--- config.mk ---
export PLATFORM = sky130hd
export DESIGN_NAME = pmt_lookup_engine_flat
export DESIGN_NICKNAME = d
export VERILOG_FILES = /design/src/rtl/pmt_lookup_if.sv /design/src/rtl/pmt_lookup_engine.sv /design/src/flat_wrapper.sv
export SDC_FILE = /design/constraint.sdc
export NUM_CORES = 1
export LEC_CHECK = 0
export CAP_MARGIN = 20
export CORE_MARGIN = 2
export CORE_UTILIZATION = 50
export CTS_BUF_LIST = sky130_fd_sc_hd__clkbuf_4 sky130_fd_sc_hd__clkbuf_8
export DETAILED_ROUTE_END_ITERATION = 16
export PLACE_DENSITY = 0.91
export SLEW_MARGIN = 20
export SYNTH_ARGS = -nofsm -noshare
export SYNTH_HDL_FRONTEND = slang
export SYNTH_SLANG_ARGS = --single-unit
--- constraint.sdc ---
create_clock -name clk -period 3.2 [get_ports clk]
set_input_delay 0.64 -clock clk [delete_from_list [all_inputs] [get_ports clk]]
set_output_delay 0.64 -clock clk [all_outputs]
set_load 0.005 [all_outputs]
--- src/rtl/pmt_lookup_if.sv ---
// Key-in / result-out stream bundle for the packet match table lookup engine.
// master = key producer and result consumer, slave = engine.
interface pmt_lookup_if #(
  parameter int DATA_WIDTH = 32,
  parameter int ADDR_WIDTH = 5,
  parameter int TAG_WIDTH  = 8
);
  logic                  key_valid;
  logic                  key_ready;
  logic [DATA_WIDTH-1:0] key_data;
  logic [TAG_WIDTH-1:0]  key_tag;
  logic                  res_valid;
  logic                  res_ready;
  logic                  res_hit;
  logic                  res_err;
  logic [ADDR_WIDTH-1:0] res_addr;
  logic [DATA_WIDTH-1:0] res_action;
  logic [TAG_WIDTH-1:0]  res_tag;

  modport master (
    output key_valid, key_data, key_tag, res_ready,
    input  key_ready, res_valid, res_hit, res_err,
    input  res_addr, res_action, res_tag
  );

  modport slave (
    input  key_valid, key_data, key_tag, res_ready,
    output key_ready, res_valid, res_hit, res_err,
    output res_addr, res_action, res_tag
  );
endinterface

--- src/rtl/pmt_lookup_engine.sv ---
// One-at-a-time TCAM search + SRAM action fetch with
// miss/timeout defaulting and saturating hit/miss counters.
module pmt_lookup_engine #(
  parameter int                    DATA_WIDTH     = 32,
  parameter int                    ADDR_WIDTH     = 5,
  parameter int                    TAG_WIDTH      = 8,
  parameter logic [DATA_WIDTH-1:0] DEFAULT_ACTION = '0,
  parameter int                    RD_TIMEOUT     = 8
) (
  input  logic                  clk,
  input  logic                  rst,
  pmt_lookup_if.slave           lk,
  output logic                  search_en,
  output logic [DATA_WIDTH-1:0] search_key,
  input  logic                  match_found,
  input  logic [ADDR_WIDTH-1:0] match_addr,
  output logic                  rd_en,
  output logic [ADDR_WIDTH-1:0] rd_addr,
  input  logic [DATA_WIDTH-1:0] rd_data,
  input  logic                  rd_valid,
  input  logic                  stats_clr,
  output logic [31:0]           hit_cnt,
  output logic [31:0]           miss_cnt
);
  localparam int CW = $clog2(RD_TIMEOUT + 1);

  typedef enum logic [2:0] {
    IDLE, SRCH, MWAIT, RD, RWAIT, RESP
  } state_t;

  state_t                state, state_n;
  logic [TAG_WIDTH-1:0]  tag_q;
  logic [ADDR_WIDTH-1:0] addr_q;
  logic [CW-1:0]         tmo;
  logic                  tmo_done;
  logic                  enter_resp;
  logic                  hit_inc;
  logic                  miss_inc;

  assign tmo_done = (tmo == CW'(RD_TIMEOUT - 1));

  always_ff @(posedge clk) begin
    if (rst) state <= IDLE;
    else     state <= state_n;
  end

  always_comb begin
    state_n = state;
    unique case (state)
      IDLE:    if (lk.key_valid) state_n = SRCH;
      SRCH:    state_n = MWAIT;
      MWAIT:   state_n = match_found ? RD : RESP;
      RD:      state_n = RWAIT;
      RWAIT:   if (rd_valid || tmo_done) state_n = RESP;
      RESP:    if (lk.res_ready) state_n = IDLE;
      default: state_n = IDLE;
    endcase
  end

  always_comb begin
    lk.key_ready = (state == IDLE) && !rst;
    lk.res_valid = (state == RESP) && !rst;
    enter_resp   = (state_n == RESP) && (state != RESP);
    hit_inc      = enter_resp && (state == RWAIT);
    miss_inc     = enter_resp && (state == MWAIT);
  end

  // Strobes are driven from the next state so they are true flops
  always_ff @(posedge clk) begin
    if (rst) begin
      search_en     <= 1'b0;
      search_key    <= '0;
      rd_en         <= 1'b0;
      rd_addr       <= '0;
      tag_q         <= '0;
      addr_q        <= '0;
      tmo           <= '0;
      lk.res_hit    <= 1'b0;
      lk.res_err    <= 1'b0;
      lk.res_addr   <= '0;
      lk.res_action <= '0;
      lk.res_tag    <= '0;
    end else begin
      search_en  <= (state_n == SRCH);
      search_key <= (state_n == SRCH) ? lk.key_data : '0;
      rd_en      <= (state_n == RD);
      rd_addr    <= (state_n == RD) ? match_addr : '0;
      tmo        <= (state == RWAIT) ? tmo + 1'b1 : '0;
      if (state == IDLE && lk.key_valid) tag_q <= lk.key_tag;
      if (state == MWAIT) addr_q <= match_addr;
      if (miss_inc) begin
        lk.res_hit    <= 1'b0;
        lk.res_err    <= 1'b0;
        lk.res_addr   <= '0;
        lk.res_action <= DEFAULT_ACTION;
        lk.res_tag    <= tag_q;
      end
      if (hit_inc) begin
        lk.res_hit    <= 1'b1;
        lk.res_err    <= !rd_valid;
        lk.res_addr   <= addr_q;
        lk.res_action <= rd_valid ? rd_data : DEFAULT_ACTION;
        lk.res_tag    <= tag_q;
      end
    end
  end

  always_ff @(posedge clk) begin
    if (rst || stats_clr) begin
      hit_cnt  <= '0;
      miss_cnt <= '0;
    end else begin
      if (hit_inc && hit_cnt != '1)   hit_cnt  <= hit_cnt + 1'b1;
      if (miss_inc && miss_cnt != '1) miss_cnt <= miss_cnt + 1'b1;
    end
  end
endmodule

--- src/flat_wrapper.sv ---
// flat-port wrapper written by rule: the top's interface ports become plain ports
module pmt_lookup_engine_flat 
#(
  parameter int                    DATA_WIDTH     = 32,
  parameter int                    ADDR_WIDTH     = 5,
  parameter int                    TAG_WIDTH      = 8,
  parameter logic [DATA_WIDTH-1:0] DEFAULT_ACTION = '0,
  parameter int                    RD_TIMEOUT     = 8
)
  (clk, rst, search_en, search_key, match_found, match_addr, rd_en, rd_addr, rd_data, rd_valid, stats_clr, hit_cnt, miss_cnt, lk_key_valid, lk_key_data, lk_key_tag, lk_res_ready, lk_key_ready, lk_res_valid, lk_res_hit, lk_res_err, lk_res_addr, lk_res_action, lk_res_tag);
  pmt_lookup_if #(.DATA_WIDTH(DATA_WIDTH), .ADDR_WIDTH(ADDR_WIDTH), .TAG_WIDTH(TAG_WIDTH)) lk_i ();
  input  logic clk;
  input  logic rst;
  output logic search_en;
  output logic [DATA_WIDTH-1:0] search_key;
  input  logic match_found;
  input  logic [ADDR_WIDTH-1:0] match_addr;
  output logic rd_en;
  output logic [ADDR_WIDTH-1:0] rd_addr;
  input  logic [DATA_WIDTH-1:0] rd_data;
  input  logic rd_valid;
  input  logic stats_clr;
  output logic [31:0] hit_cnt;
  output logic [31:0] miss_cnt;
  input wire logic [$bits(lk_i.key_valid)-1:0] lk_key_valid;
  input wire logic [$bits(lk_i.key_data)-1:0] lk_key_data;
  input wire logic [$bits(lk_i.key_tag)-1:0] lk_key_tag;
  input wire logic [$bits(lk_i.res_ready)-1:0] lk_res_ready;
  output wire logic [$bits(lk_i.key_ready)-1:0] lk_key_ready;
  output wire logic [$bits(lk_i.res_valid)-1:0] lk_res_valid;
  output wire logic [$bits(lk_i.res_hit)-1:0] lk_res_hit;
  output wire logic [$bits(lk_i.res_err)-1:0] lk_res_err;
  output wire logic [$bits(lk_i.res_addr)-1:0] lk_res_addr;
  output wire logic [$bits(lk_i.res_action)-1:0] lk_res_action;
  output wire logic [$bits(lk_i.res_tag)-1:0] lk_res_tag;
  assign lk_i.key_valid = lk_key_valid;
  assign lk_i.key_data = lk_key_data;
  assign lk_i.key_tag = lk_key_tag;
  assign lk_i.res_ready = lk_res_ready;
  assign lk_key_ready = lk_i.key_ready;
  assign lk_res_valid = lk_i.res_valid;
  assign lk_res_hit = lk_i.res_hit;
  assign lk_res_err = lk_i.res_err;
  assign lk_res_addr = lk_i.res_addr;
  assign lk_res_action = lk_i.res_action;
  assign lk_res_tag = lk_i.res_tag;
  pmt_lookup_engine #(.DATA_WIDTH(DATA_WIDTH), .ADDR_WIDTH(ADDR_WIDTH), .TAG_WIDTH(TAG_WIDTH), .DEFAULT_ACTION(DEFAULT_ACTION), .RD_TIMEOUT(RD_TIMEOUT)) u_core (.clk(clk), .rst(rst), .lk(lk_i), .search_en(search_en), .search_key(search_key), .match_found(match_found), .match_addr(match_addr), .rd_en(rd_en), .rd_addr(rd_addr), .rd_data(rd_data), .rd_valid(rd_valid), .stats_clr(stats_clr), .hit_cnt(hit_cnt), .miss_cnt(miss_cnt));
endmodule
==> flow_metrics.env <==
export IMPL_crit_path_end="lk_res_valid"
export IMPL_min_path_type="reg2reg"
export IMPL_first_pass_iters=5
export IMPL_root_buffer="clkbuf_8"
export IMPL_cts_buffers_inserted=17
export IMPL_worstPathBufferInverterCount=1
export IMPL_area_growth_pct=43.2
export IMPL_slew_viol_final=0
export IMPL_drive_gt1_share_pct=6.24
export IMPL_path_class="reg2out"
export IMPL_drt_iter0_drc=314
export IMPL_totalWireLength_mm=17.8
export IMPL_synth_area_top_cells="dfxtp_1 (51%), a21oi_1 (4.9%), nand2_1 (4.6%)"
export IMPL_finalHoldViolations=0
export IMPL_finalSetupViolCount=0
export IMPL_fin_tns_setup_ns=0
export IMPL_cts_resized=0
export IMPL_ios=236
export IMPL_cts_tree="done"
export IMPL_max_freq_mhz=379
export IMPL_hold_buffers=0
export IMPL_crit_slowest_cell="dfxtp_1"
export IMPL_clkTransAtPathRegs_ns=0.08
export IMPL_fin_cells=1153
export IMPL_rows=42
export IMPL_finalCriticalPeriod_ns=2.64
export IMPL_synth_top_cells_by_count="dfxtp_1 (170), nand2_1 (81), nor2_1 (72), a21oi_1 (66), and2_1 (44)"
export IMPL_gp_congestion=0.810
export IMPL_yosysTopAreaCell="dfxtp_1"
export IMPL_cap_violations=0
export IMPL_cts_setup_buffers=0
export IMPL_yosysWarnings=0
export IMPL_ys_seq_area_share_pct=51.0
export IMPL_syn_nets=829
export IMPL_cp_required_ns=2.56
export IMPL_p_leak_nw=3.25
export IMPL_cp_depth=3
export IMPL_gr_total_overflow=0
export IMPL_htreeDepth=4
export IMPL_slew_headroom_pct=34.1
export IMPL_ir_drop_mv=0.443
export IMPL_r2r_end="u_core.hit_cnt[0]"
export IMPL_ant_nets=0
export IMPL_cp_top_family="flip-flops"
export IMPL_outcome="finished clean"
export IMPL_yosysMostFrequentCell="dfxtp_1"
export IMPL_netlist_area_sq_um=6680
export IMPL_grt_pass1_vias=6070
export IMPL_synth_edff_count=0
export IMPL_drc=0
export IMPL_synth_cell_types=55
export IMPL_skew_ns=0.0108
export IMPL_power_density_nw_per_um2=434
export IMPL_syn_inst=742
export IMPL_clockBufferDepth=2
export IMPL_num_vias=6365
export IMPL_antenna_cells=0
export IMPL_antenna_found_initial=0
export IMPL_synth_avg_cell_area_sq_um=9.00
export IMPL_grt_max_degree=62
export IMPL_period_share_pct=82.4
export IMPL_port_buffers=235
export IMPL_dieArea_sq_um=14300
export IMPL_cp_max_fo=12
export IMPL_place_hpwl_mm=12.5
export IMPL_initial_core_util_pct=50.8
export IMPL_wl_per_cell_um=15.5
export IMPL_path_cells="nand3b_1 -> nor2_1 -> clkdlybuf4s50_1"
export IMPL_clk_latency_ns=0.47
export IMPL_yosysTopAreaCellShare_pct=51.0
export IMPL_tightest_slew_ns=0.983
export IMPL_grt_pass1_wl_mm=28.9
export IMPL_async_flop_share_pct=0
export IMPL_dp_cells=1121
export IMPL_reg2reg_from="u_core.hit_cnt[26]"
export IMPL_cpPeakStageDelay_ns=0.64
export IMPL_synth_seq_cells=170
export IMPL_crit_start="u_core.state[2]"
export IMPL_die_y_um=120
export IMPL_die_w_um=120
export IMPL_layout_nets=1051
export IMPL_grt_usage_pct=24.8
export IMPL_cts_sinks=170
export IMPL_cp_end_kind="output port"
export IMPL_ff2ff_path_depth=7
export IMPL_startpoint_type="register"
export IMPL_via_per_inst=5.52
export IMPL_r2r_slack_ns=0.58
export IMPL_coreArea_sq_um=13100
export IMPL_rsz0062_at_grt="no"
export IMPL_synth_flop_cell="dfxtp_1"
export IMPL_crit_arrival_ns=2.00
state kept, by name, summed over array words and instances, names as in the netlist:
register / flops
u_core.hit_cnt: 32
u_core.lk.res_action: 32
u_core.miss_cnt: 32
u_core.search_key: 32
u_core.lk.res_tag: 8
u_core.tag_q: 8
u_core.addr_q: 5
u_core.lk.res_addr: 5
u_core.rd_addr: 5
u_core.tmo: 4
u_core.state: 3
u_core.lk.res_err: 1
u_core.lk.res_hit: 1
u_core.rd_en: 1
u_core.search_en: 1
layout by cell type, fill, tap and decap left out, types with 11 or more instances in the layout:
cell type / n
and4_1: 11
dfxtp_1: 170
nand2_1: 81
a22oi_1: 32
clkbuf_8: 18
o31ai_1: 12
and2_1: 44
or3_1: 24
xnor2_1: 11
clkdlybuf4s50_1: 234
inv_1: 11
nor2_1: 71
a21oi_1: 66
nand3_1: 23
or4_1: 18
nand4_1: 13
o21ai_0: 28
worst min path at each step:
| stage | startpoint | endpoint | slack, ns | cells after the start |
|---|---|---|---|---|
| floorplan | u_core.tmo[0] | u_core.tmo[0] | 0.42 | 1 |
| global placement | u_core.tmo[0] | u_core.tmo[0] | 0.43 | 1 |
| detailed placement | u_core.tmo[0] | u_core.tmo[0] | 0.44 | 1 |
| CTS | u_core.tmo[0] | u_core.tmo[0] | 0.45 | 1 |
| global route | u_core.lk.res_tag[3] | u_core.lk.res_tag[3] | 0.47 | 2 |
| finish | u_core.tmo[0] | u_core.tmo[0] | 0.45 | 1 |
per-layer routing:
layer / vias up / wire [um] / global-route usage, %
li1: 3101 / - / -
met1: 2978 / 7320 / 28.8
met2: 239 / 8760 / 42.9
met3: 47 / 1190 / 6.27
met4: 0 / 556 / 11.3
met5: - / 0 / 0
logic make-up after synthesis:
family / after synthesis / share of synthesized area, %
compound gates: 171 / 16.2
xor+xnor: 13 / 1.70
fa+ha+maj: 3 / 0.562
buf+inv: 53 / 3.35
flops: 170 / 51.0
mux: 8 / 1.20
simple gates: 324 / 26.0
stage by stage:
step           hold slack, ns  setup slack [ns]  total power (W)  utilization [%]  area, sq um
6_report                0.447             0.562          0.00415             72.8         9560
5_1_grt                 0.471             0.362          0.00429             72.8         9560
4_1_cts                 0.454             0.547          0.00417             72.8         9560
3_5_place_dp            0.439             0.420          0.00259             69.6         9140
3_3_place_gp            0.434             0.476          0.00258             69.6         9140
2_1_floorplan           0.418              1.13          0.00238                -         6680
report_power, final:
part           switching (W)  total, W  internal [W]
registers          0.0000301   0.00220       0.00217
logic               0.000143  0.000348      0.000205
clock network       0.000778   0.00161      0.000830
final cells by class:
class / count / area (sq um)
inverters: 11 / 41.3
fillers: 977 / 3580
clock inverters: 10 / 143
clock buffers: 22 / 278
multi-input cells: 519 / 3050
well taps: 176 / 220
repair buffers: 245 / 2420
flip-flops and latches: 170 / 3400
Note: power is estimated with default switching activity, not from simulation.
